`config.mk`:
```
export PLATFORM = sky130hd
export DESIGN_NAME = table_stream_reader
export DESIGN_NICKNAME = d
export VERILOG_FILES = /design/src/rtl/table_stream_reader.sv
export SDC_FILE = /design/constraint.sdc
export NUM_CORES = 1
export LEC_CHECK = 0
export CAP_MARGIN = 20
export CORE_UTILIZATION = 53
export DETAILED_ROUTE_END_ITERATION = 8
export GPL_ROUTABILITY_DRIVEN = 1
export HOLD_SLACK_MARGIN = 0.06
export PLACE_DENSITY = 0.87
export SKIP_LAST_GASP = 1
export SLEW_MARGIN = 40
export SYNTH_ARGS = -nofsm -noshare
export SYNTH_HDL_FRONTEND = slang
export SYNTH_HIERARCHICAL = 1
export SYNTH_SLANG_ARGS = --single-unit
```
`constraint.sdc`:
```
create_clock -name clk -period 4.7 [get_ports clk]
set_clock_uncertainty 0.2 [all_clocks]
set_input_delay 0.94 -clock clk [delete_from_list [all_inputs] [get_ports clk]]
set_output_delay 0.94 -clock clk [all_outputs]
set_load 0.05 [all_outputs]
```
`src/rtl/table_stream_reader.sv`:
```
// table_stream_reader: walks a contiguous, wrap-around range of a registered
// lookup table OUTPUT_RATE entries at a time and streams the entries out as
// keep-masked beats over a valid/ready handshake.

// One read lane: its table index is the scan cursor plus a fixed offset, and
// its captured data is masked when the lane lies past the remaining count.
module table_stream_reader_lane #(
  parameter int TABLE_SIZE = 32,
  parameter int DATA_WIDTH = 8,
  parameter int LANE       = 0,
  localparam int IDX       = $clog2(TABLE_SIZE),
  localparam int RW        = IDX + 1
) (
  input  logic [IDX-1:0]        cur,
  input  logic [RW-1:0]         rem,
  input  logic [DATA_WIDTH-1:0] rd_data,
  output logic [IDX-1:0]        idx,
  output logic                  keep,
  output logic [DATA_WIDTH-1:0] data
);

  logic [RW-1:0] sum;

  // Lane index modulo TABLE_SIZE; a single subtract is enough since LANE < TABLE_SIZE.
  always_comb begin
    sum = {1'b0, cur} + RW'(LANE);
    if (sum >= RW'(TABLE_SIZE)) sum = sum - RW'(TABLE_SIZE);
    idx = sum[IDX-1:0];
  end

  // Kept in separate assigns so the masking path does not depend on the cursor.
  assign keep = (rem > RW'(LANE));
  assign data = keep ? rd_data : '0;

endmodule

module table_stream_reader #(
  parameter int TABLE_SIZE  = 32,
  parameter int DATA_WIDTH  = 8,
  parameter int OUTPUT_RATE = 2,
  localparam int IDX        = $clog2(TABLE_SIZE),
  localparam int RW         = IDX + 1
) (
  input  logic                            clk,
  input  logic                            rst,
  input  logic                            start,
  input  logic [IDX-1:0]                  base_idx,
  input  logic [RW-1:0]                   length,
  output logic                            busy,
  output logic                            done,
  output logic                            tbl_rd_en,
  output logic [OUTPUT_RATE*IDX-1:0]      tbl_index_rd,
  input  logic [OUTPUT_RATE*DATA_WIDTH-1:0] tbl_data_rd,
  output logic                            m_valid,
  input  logic                            m_ready,
  output logic [OUTPUT_RATE*DATA_WIDTH-1:0] m_data,
  output logic [OUTPUT_RATE-1:0]          m_keep,
  output logic                            m_last
);

  typedef enum logic [1:0] {IDLE, REQ, CAPT, OUT} state_t;

  state_t state_q, state_d;
  logic [IDX-1:0] cur_q, cur_d;
  logic [RW-1:0]  rem_q, rem_d;
  logic           busy_q, busy_d;
  logic           done_q, done_d;
  logic           rd_en_q, rd_en_d;
  logic           valid_q, valid_d;
  logic           last_q, last_d;
  logic [OUTPUT_RATE-1:0]                 keep_q, keep_d;
  logic [OUTPUT_RATE-1:0][DATA_WIDTH-1:0] data_q, data_d;
  logic [OUTPUT_RATE-1:0][IDX-1:0]        index_q, index_d;

  logic [OUTPUT_RATE-1:0][DATA_WIDTH-1:0] rd_lanes;
  logic [OUTPUT_RATE-1:0][DATA_WIDTH-1:0] lane_data;
  logic [OUTPUT_RATE-1:0][IDX-1:0]        lane_idx;
  logic [OUTPUT_RATE-1:0]                 lane_keep;
  logic [RW-1:0]                          len_clamp;
  logic [RW:0]                            cur_sum;
  logic [IDX-1:0]                         cur_adv;

  assign rd_lanes  = tbl_data_rd;
  assign len_clamp = (length > RW'(TABLE_SIZE)) ? RW'(TABLE_SIZE) : length;

  // Lanes index from the next cursor so the read address is ready on entry to REQ.
  for (genvar k = 0; k < OUTPUT_RATE; k++) begin : g_lane
    table_stream_reader_lane #(
      .TABLE_SIZE(TABLE_SIZE),
      .DATA_WIDTH(DATA_WIDTH),
      .LANE      (k)
    ) u_lane (
      .cur    (cur_d),
      .rem    (rem_q),
      .rd_data(rd_lanes[k]),
      .idx    (lane_idx[k]),
      .keep   (lane_keep[k]),
      .data   (lane_data[k])
    );
  end

  // Cursor advance by one beat, wrapping at TABLE_SIZE.
  always_comb begin
    cur_sum = {2'b00, cur_q} + (RW + 1)'(OUTPUT_RATE);
    if (cur_sum >= (RW + 1)'(TABLE_SIZE)) cur_sum = cur_sum - (RW + 1)'(TABLE_SIZE);
    cur_adv = cur_sum[IDX-1:0];
  end

  // Next-state and next-output logic for the IDLE/REQ/CAPT/OUT scan sequence.
  always_comb begin
    state_d = state_q;
    cur_d   = cur_q;
    rem_d   = rem_q;
    done_d  = 1'b0;
    data_d  = data_q;
    keep_d  = keep_q;
    last_d  = last_q;
    case (state_q)
      IDLE: begin
        if (start) begin
          if (len_clamp != '0) begin
            cur_d   = base_idx;
            rem_d   = len_clamp;
            state_d = REQ;
          end else begin
            done_d = 1'b1;
          end
        end
      end
      REQ:  state_d = CAPT;
      CAPT: begin
        data_d  = lane_data;
        keep_d  = lane_keep;
        last_d  = (rem_q <= RW'(OUTPUT_RATE));
        state_d = OUT;
      end
      OUT: begin
        if (m_ready) begin
          if (rem_q > RW'(OUTPUT_RATE)) begin
            cur_d   = cur_adv;
            rem_d   = rem_q - RW'(OUTPUT_RATE);
            state_d = REQ;
          end else begin
            done_d  = 1'b1;
            state_d = IDLE;
          end
        end
      end
      default: state_d = IDLE;
    endcase
    busy_d  = (state_d != IDLE);
    rd_en_d = (state_d == REQ);
    valid_d = (state_d == OUT);
  end

  // Read indices are launched together with the read enable and held otherwise.
  always_comb begin
    index_d = index_q;
    if (state_d == REQ) index_d = lane_idx;
  end

  // State and registered outputs; reset drops any scan in flight without a done pulse.
  always_ff @(posedge clk) begin
    if (!rst) begin
      state_q <= IDLE;
      cur_q   <= '0;
      rem_q   <= '0;
      busy_q  <= 1'b0;
      done_q  <= 1'b0;
      rd_en_q <= 1'b0;
      valid_q <= 1'b0;
      last_q  <= 1'b0;
      keep_q  <= '0;
      data_q  <= '0;
      index_q <= '0;
    end else begin
      state_q <= state_d;
      cur_q   <= cur_d;
      rem_q   <= rem_d;
      busy_q  <= busy_d;
      done_q  <= done_d;
      rd_en_q <= rd_en_d;
      valid_q <= valid_d;
      last_q  <= last_d;
      keep_q  <= keep_d;
      data_q  <= data_d;
      index_q <= index_d;
    end
  end

  assign busy         = busy_q;
  assign done         = done_q;
  assign tbl_rd_en    = rd_en_q;
  assign tbl_index_rd = index_q;
  assign m_valid      = valid_q;
  assign m_data       = data_q;
  assign m_keep       = keep_q;
  assign m_last       = last_q;

endmodule

```
# After elaboration in Yosys (flattened, before gate mapping)
# Index checks and enable logic that the tools add are counted.
# word_totals
ff_bits	46
inputBits	31
output_inout_bits	33
# op_classes
n_eq_ne	9
reduce_logical	5
muxes	26
magnitude_cmp	8
n_addsub	6
# ops
cell	count
5-bit two-way mux	7
6-bit two-way mux	5
8-bit two-way mux	2
5-bit by 1-bit subtractor with 5-bit output, second input constant	3
6-bit greater-or-equal comparator, second input constant	2
6-bit by 1-bit > comparator with 1-bit output, second input constant	2
6-bit case mux with 2 select lines	1
5-bit case mux with 2 select lines	1
2-bit inequality test, second input constant	4
2-bit case mux with 4 select lines	1
5-bit by 1-bit adder with 6-bit output, second input constant	1
5-bit by 2-bit adder with 6-bit output, second input constant	1
2-bit equality test, second input constant	3
5-bit by 6-bit greater-or-equal comparator with 1-bit output, second input constant	1
6-bit by 2-bit > comparator with 1-bit output, second input constant	1
6-bit > comparator, second input constant	1
6-bit by 2-bit less-or-equal comparator with 1-bit output, second input constant	1
2-bit two-way mux	3
6-bit nonzero test	1
6-bit by 2-bit subtractor with 6-bit output, second input constant	1
1-bit two-way mux	5
5-bit AND reduction	1
2-bit by 1-bit equality test with 1-bit output, second input constant	2
2-bit nonzero test	2
2 further kinds	2

# Logic depth before layout (Yosys ltp)
# logic_depth
word_depth	9
depth_mapped	11
depth_no_buf	10

# Cells and area by module
# Netlist, hierarchy kept.
# modules_own_cells
module	area_per_inst_um2	seq_area_each_um2	instances	cells_per_inst
table_stream_reader	2217.1	920.9	1	242
table_stream_reader_lane at g_lane[1].u_lane	141.4	0.0	1	18
table_stream_reader_lane at g_lane[0].u_lane	126.4	0.0	1	16

# Worst setup path after synthesis
# OpenSTA, ideal clock, no wires.
# synth_path
kind	input-to-reg
from	in length[0]
to	reg index_q (netlist bit tbl_index_rd[9])
arrival_ps	2945
path_slack_ps	1484
cell_stages	9
cell_sequence	or4_4 o31ai_4 mux2i_1 o21ai_0 ha_1 nand3_1 xnor2_1 nand2_1 mux2i_1
# synth_lines
element	line_no	rtl
start, declared	48	input logic [RW-1:0] length,
end signal, assigned	187	index_q <= index_d;
end, declared	73	logic [OUTPUT_RATE-1:0][IDX-1:0] index_q, index_d;

==> impl_metrics.json <==
{
  "status": "finished with violations",
  "violations": "design-rule violations",
  "clockRootBuffer": "clkbuf_8",
  "area_delta_synth_final_pct": 28.3,
  "yosysTopAreaCell": "dfxtp_1",
  "gp_congestion": 0.841,
  "r2r-start": "state_q[1]",
  "max_freq_ghz": 0.278,
  "dp_hpwl_mm": 3.94,
  "grt_pass1_vias": 2032,
  "synth.top_cell.area_share_pct": 37.1,
  "async_reset_ff_share_pct": 0,
  "critPathArrivalTime_ns": 3.56,
  "hold_start": "tbl_index_rd[6]",
  "synth_cells": 276,
  "drive_above_1_share_pct": 5.14,
  "drt-total-wl_mm": 5.46,
  "grt_max_degree": 31,
  "power.density_mw_per_mm2": 337,
  "synth_edf_count": 0,
  "drv_cap": 0,
  "final_hold_viol_count": 0,
  "synth_ff_type": "dfxtp_1",
  "n_antenna_cell": 0,
  "cts_tree": "done",
  "end_kind": "flop",
  "clockBufferDepth": 2,
  "drv_slew": 0,
  "cts_resized": 0,
  "die_y_um": 70.5,
  "netlist_top_cells_area": "dfxtp_1 37%, mux2i_1 14%, nor2b_1 6.3%",
  "synth_cell_types": 46,
  "fillers": 354,
  "finalWorstSetupSlack_ns": 1.11,
  "finalCritPeriodShare_pct": 76.4,
  "synth_fp_nets": 314,
  "wl_per_cell_um": 14.3,
  "synth_area_mm2": 0.00248,
  "post-route-drc-count": 16,
  "die_area_mm2": 0.00497,
  "critPathLaunchType": "input port",
  "grt_pass1_wl_mm": 9.38,
  "crit_start": "length[1]",
  "initial_core_util_pct": 55.9,
  "num_vias": 2151,
  "drt-initial-drc-count": 235,
  "htreeDepth": 2,
  "overflow": 0,
  "setup_viol": 0,
  "path_max_fanout": 7,
  "cts.clk_slew.worst_paths_ns": 0.09,
  "antenna_found_initial": 0,
  "port_buffers": 63,
  "min_period_ns": 3.59,
  "fin_tns_setup_ns": 0,
  "vias_per_cell": 5.62,
  "yosysMostFrequentCell": "dfxtp_1",
  "crit_required_ns": 4.67,
  "dp_worst_setup_slack_ns": 0.799,
  "ys_top_cells_by_count": "46 x dfxtp_1, 35 x mux2i_1, 32 x nand2_1",
  "hold_path.class": "reg2reg",
  "cts.sinks": 46,
  "maxSlewHeadroom_pct": 45.9,
  "path_class": "in2reg",
  "pin_count": 64,
  "synth_seq_cells": 46,
  "post_cts_buffers": 0,
  "worstMarginPinSlew_ns": 0.808,
  "p_leak_nw": 1.18,
  "peakVddDrop_uv": 221,
  "grtUsageTotal_pct": 23.5,
  "core_mm2": 0.00444,
  "yosysSeqAreaShare_pct": 37.1,
  "rsz0062_at_grt": "false",
  "fp-row-count": 24,
  "clkLatencyLatePin_ns": 0.30,
  "avgSynthCellArea_um2": 9.00,
  "dr.pass1.iters": 7,
  "ctsHoldBuffers": 0,
  "numCtsBuffers": 5,
  "yosysWarnings": 6,
  "ant_nets": 0,
  "die_x_um": 70.5,
  "nNetsFinal": 368
}
==> sequential cells by signal, summed over array words and instances, names as in the netlist <==
signal        flops
m_data           16
tbl_index_rd     10
rem_q             6
cur_q             5
m_keep            2
state_q           2
busy              1
done              1
m_last            1
m_valid           1
tbl_rd_en         1
==> worst paths after layout <==
check                          to  slack, ns  cells past startpoint
setup / recovery  tbl_index_rd[9]       1.11                     10
hold / removal    tbl_index_rd[6]       0.26                      2
setup reg to reg  tbl_index_rd[9]       1.98                      8
hold reg to reg   tbl_index_rd[6]       0.26                      2
==> report_power, final <==
| group | switching [W] | internal, W | leakage (nW) |
|---|---|---|---|
| Clock | 0.000134 | 0.000105 | 0.0452 |
| Sequential | 0.0000310 | 0.000422 | 0.374 |
| Combinational | 0.000226 | 0.000155 | 0.760 |
| Total | 0.000392 | 0.000682 | 1.18 |
==> metrics by stage <==
step           cell area [um^2]  util [%]  hold WS [ns]  total power [W]  instances
6_report                   3190      71.8         0.262          0.00107        383
5_1_grt                    3190      71.8         0.286          0.00113        383
4_1_cts                    3190      71.8         0.270          0.00108        383
3_5_place_dp               3100      69.8         0.247         0.000840        375
3_3_place_gp               3100      69.7         0.246         0.000831        375
2_1_floorplan              2480         -         0.295         0.000738        276
==> placed cells by master (no fill, tap or decap), types with 2 or more instances in the layout <==
| cell type | n |
|---|---|
| clkdlybuf4s50_1 | 63 |
| dfxtp_1 | 46 |
| mux2i_1 | 35 |
| nand2_1 | 32 |
| nor2b_1 | 24 |
| a21boi_0 | 19 |
| nor2_1 | 15 |
| inv_1 | 13 |
| o21ai_0 | 8 |
| and2_1 | 6 |
| ha_1 | 6 |
| clkbuf_8 | 5 |
| o311a_1 | 3 |
| o22ai_1 | 3 |
| and3_1 | 3 |
| a21oi_1 | 3 |
| nand4_1 | 3 |
| xnor2_1 | 3 |
| nand3_1 | 3 |
| nor4_1 | 2 |
| o211ai_1 | 2 |
| o221ai_1 | 2 |
| nand3b_1 | 2 |
| a31oi_1 | 2 |
| nor3_1 | 2 |
| nor4_4 | 2 |
==> final cells by class <==
type | count | area, um^2 | share of cell area [%]
Tap cell | 52 | 65.1 | 2.04
Multi-Input combinational cell | 199 | 1430 | 44.7
Clock buffer | 6 | 72.6 | 2.28
Sequential cell | 46 | 921 | 28.9
Timing Repair Buffer | 64 | 638 | 20.0
Clock inverter | 2 | 13.8 | 0.432
Inverter | 14 | 52.6 | 1.65
==> metal layers <==
| metal | share of wire (%) | global-route usage (%) | up-vias |
|---|---|---|---|
| met4 | 0.66 | 7.03 | 0 |
| met5 | 0 | 0 | - |
| li1 | - | - | 1066 |
| met2 | 49 | 39.5 | 67 |
| met1 | 45 | 30.2 | 1014 |
| met3 | 5.4 | 5.05 | 4 |
==> critical path, stage by stage <==
cell	delay (ns)
clkdlybuf4s50_1	0.46
or4_4	0.57
o31ai_4	0.42
mux2i_1	0.13
o21ai_0	0.39
ha_1	0.26
nand3_1	0.10
xnor2_1	0.15
nand2_1	0.07
mux2i_1	0.06
==> cell families (layout without fill, tap and decap cells) <==
group	after synthesis	after routing	share of synthesized area, %
buffers and inverters	31	86	5.74
AND/OR/NAND/NOR	100	100	21.8
flip-flops	46	46	37.1
AO/OA/AOI/OAI	52	52	15.9
XOR/XNOR	4	4	1.41
adder cells (fa/ha/maj)	7	7	3.52
multiplexers	36	36	14.6
No activity file was read; power rests on OpenSTA's default activity.
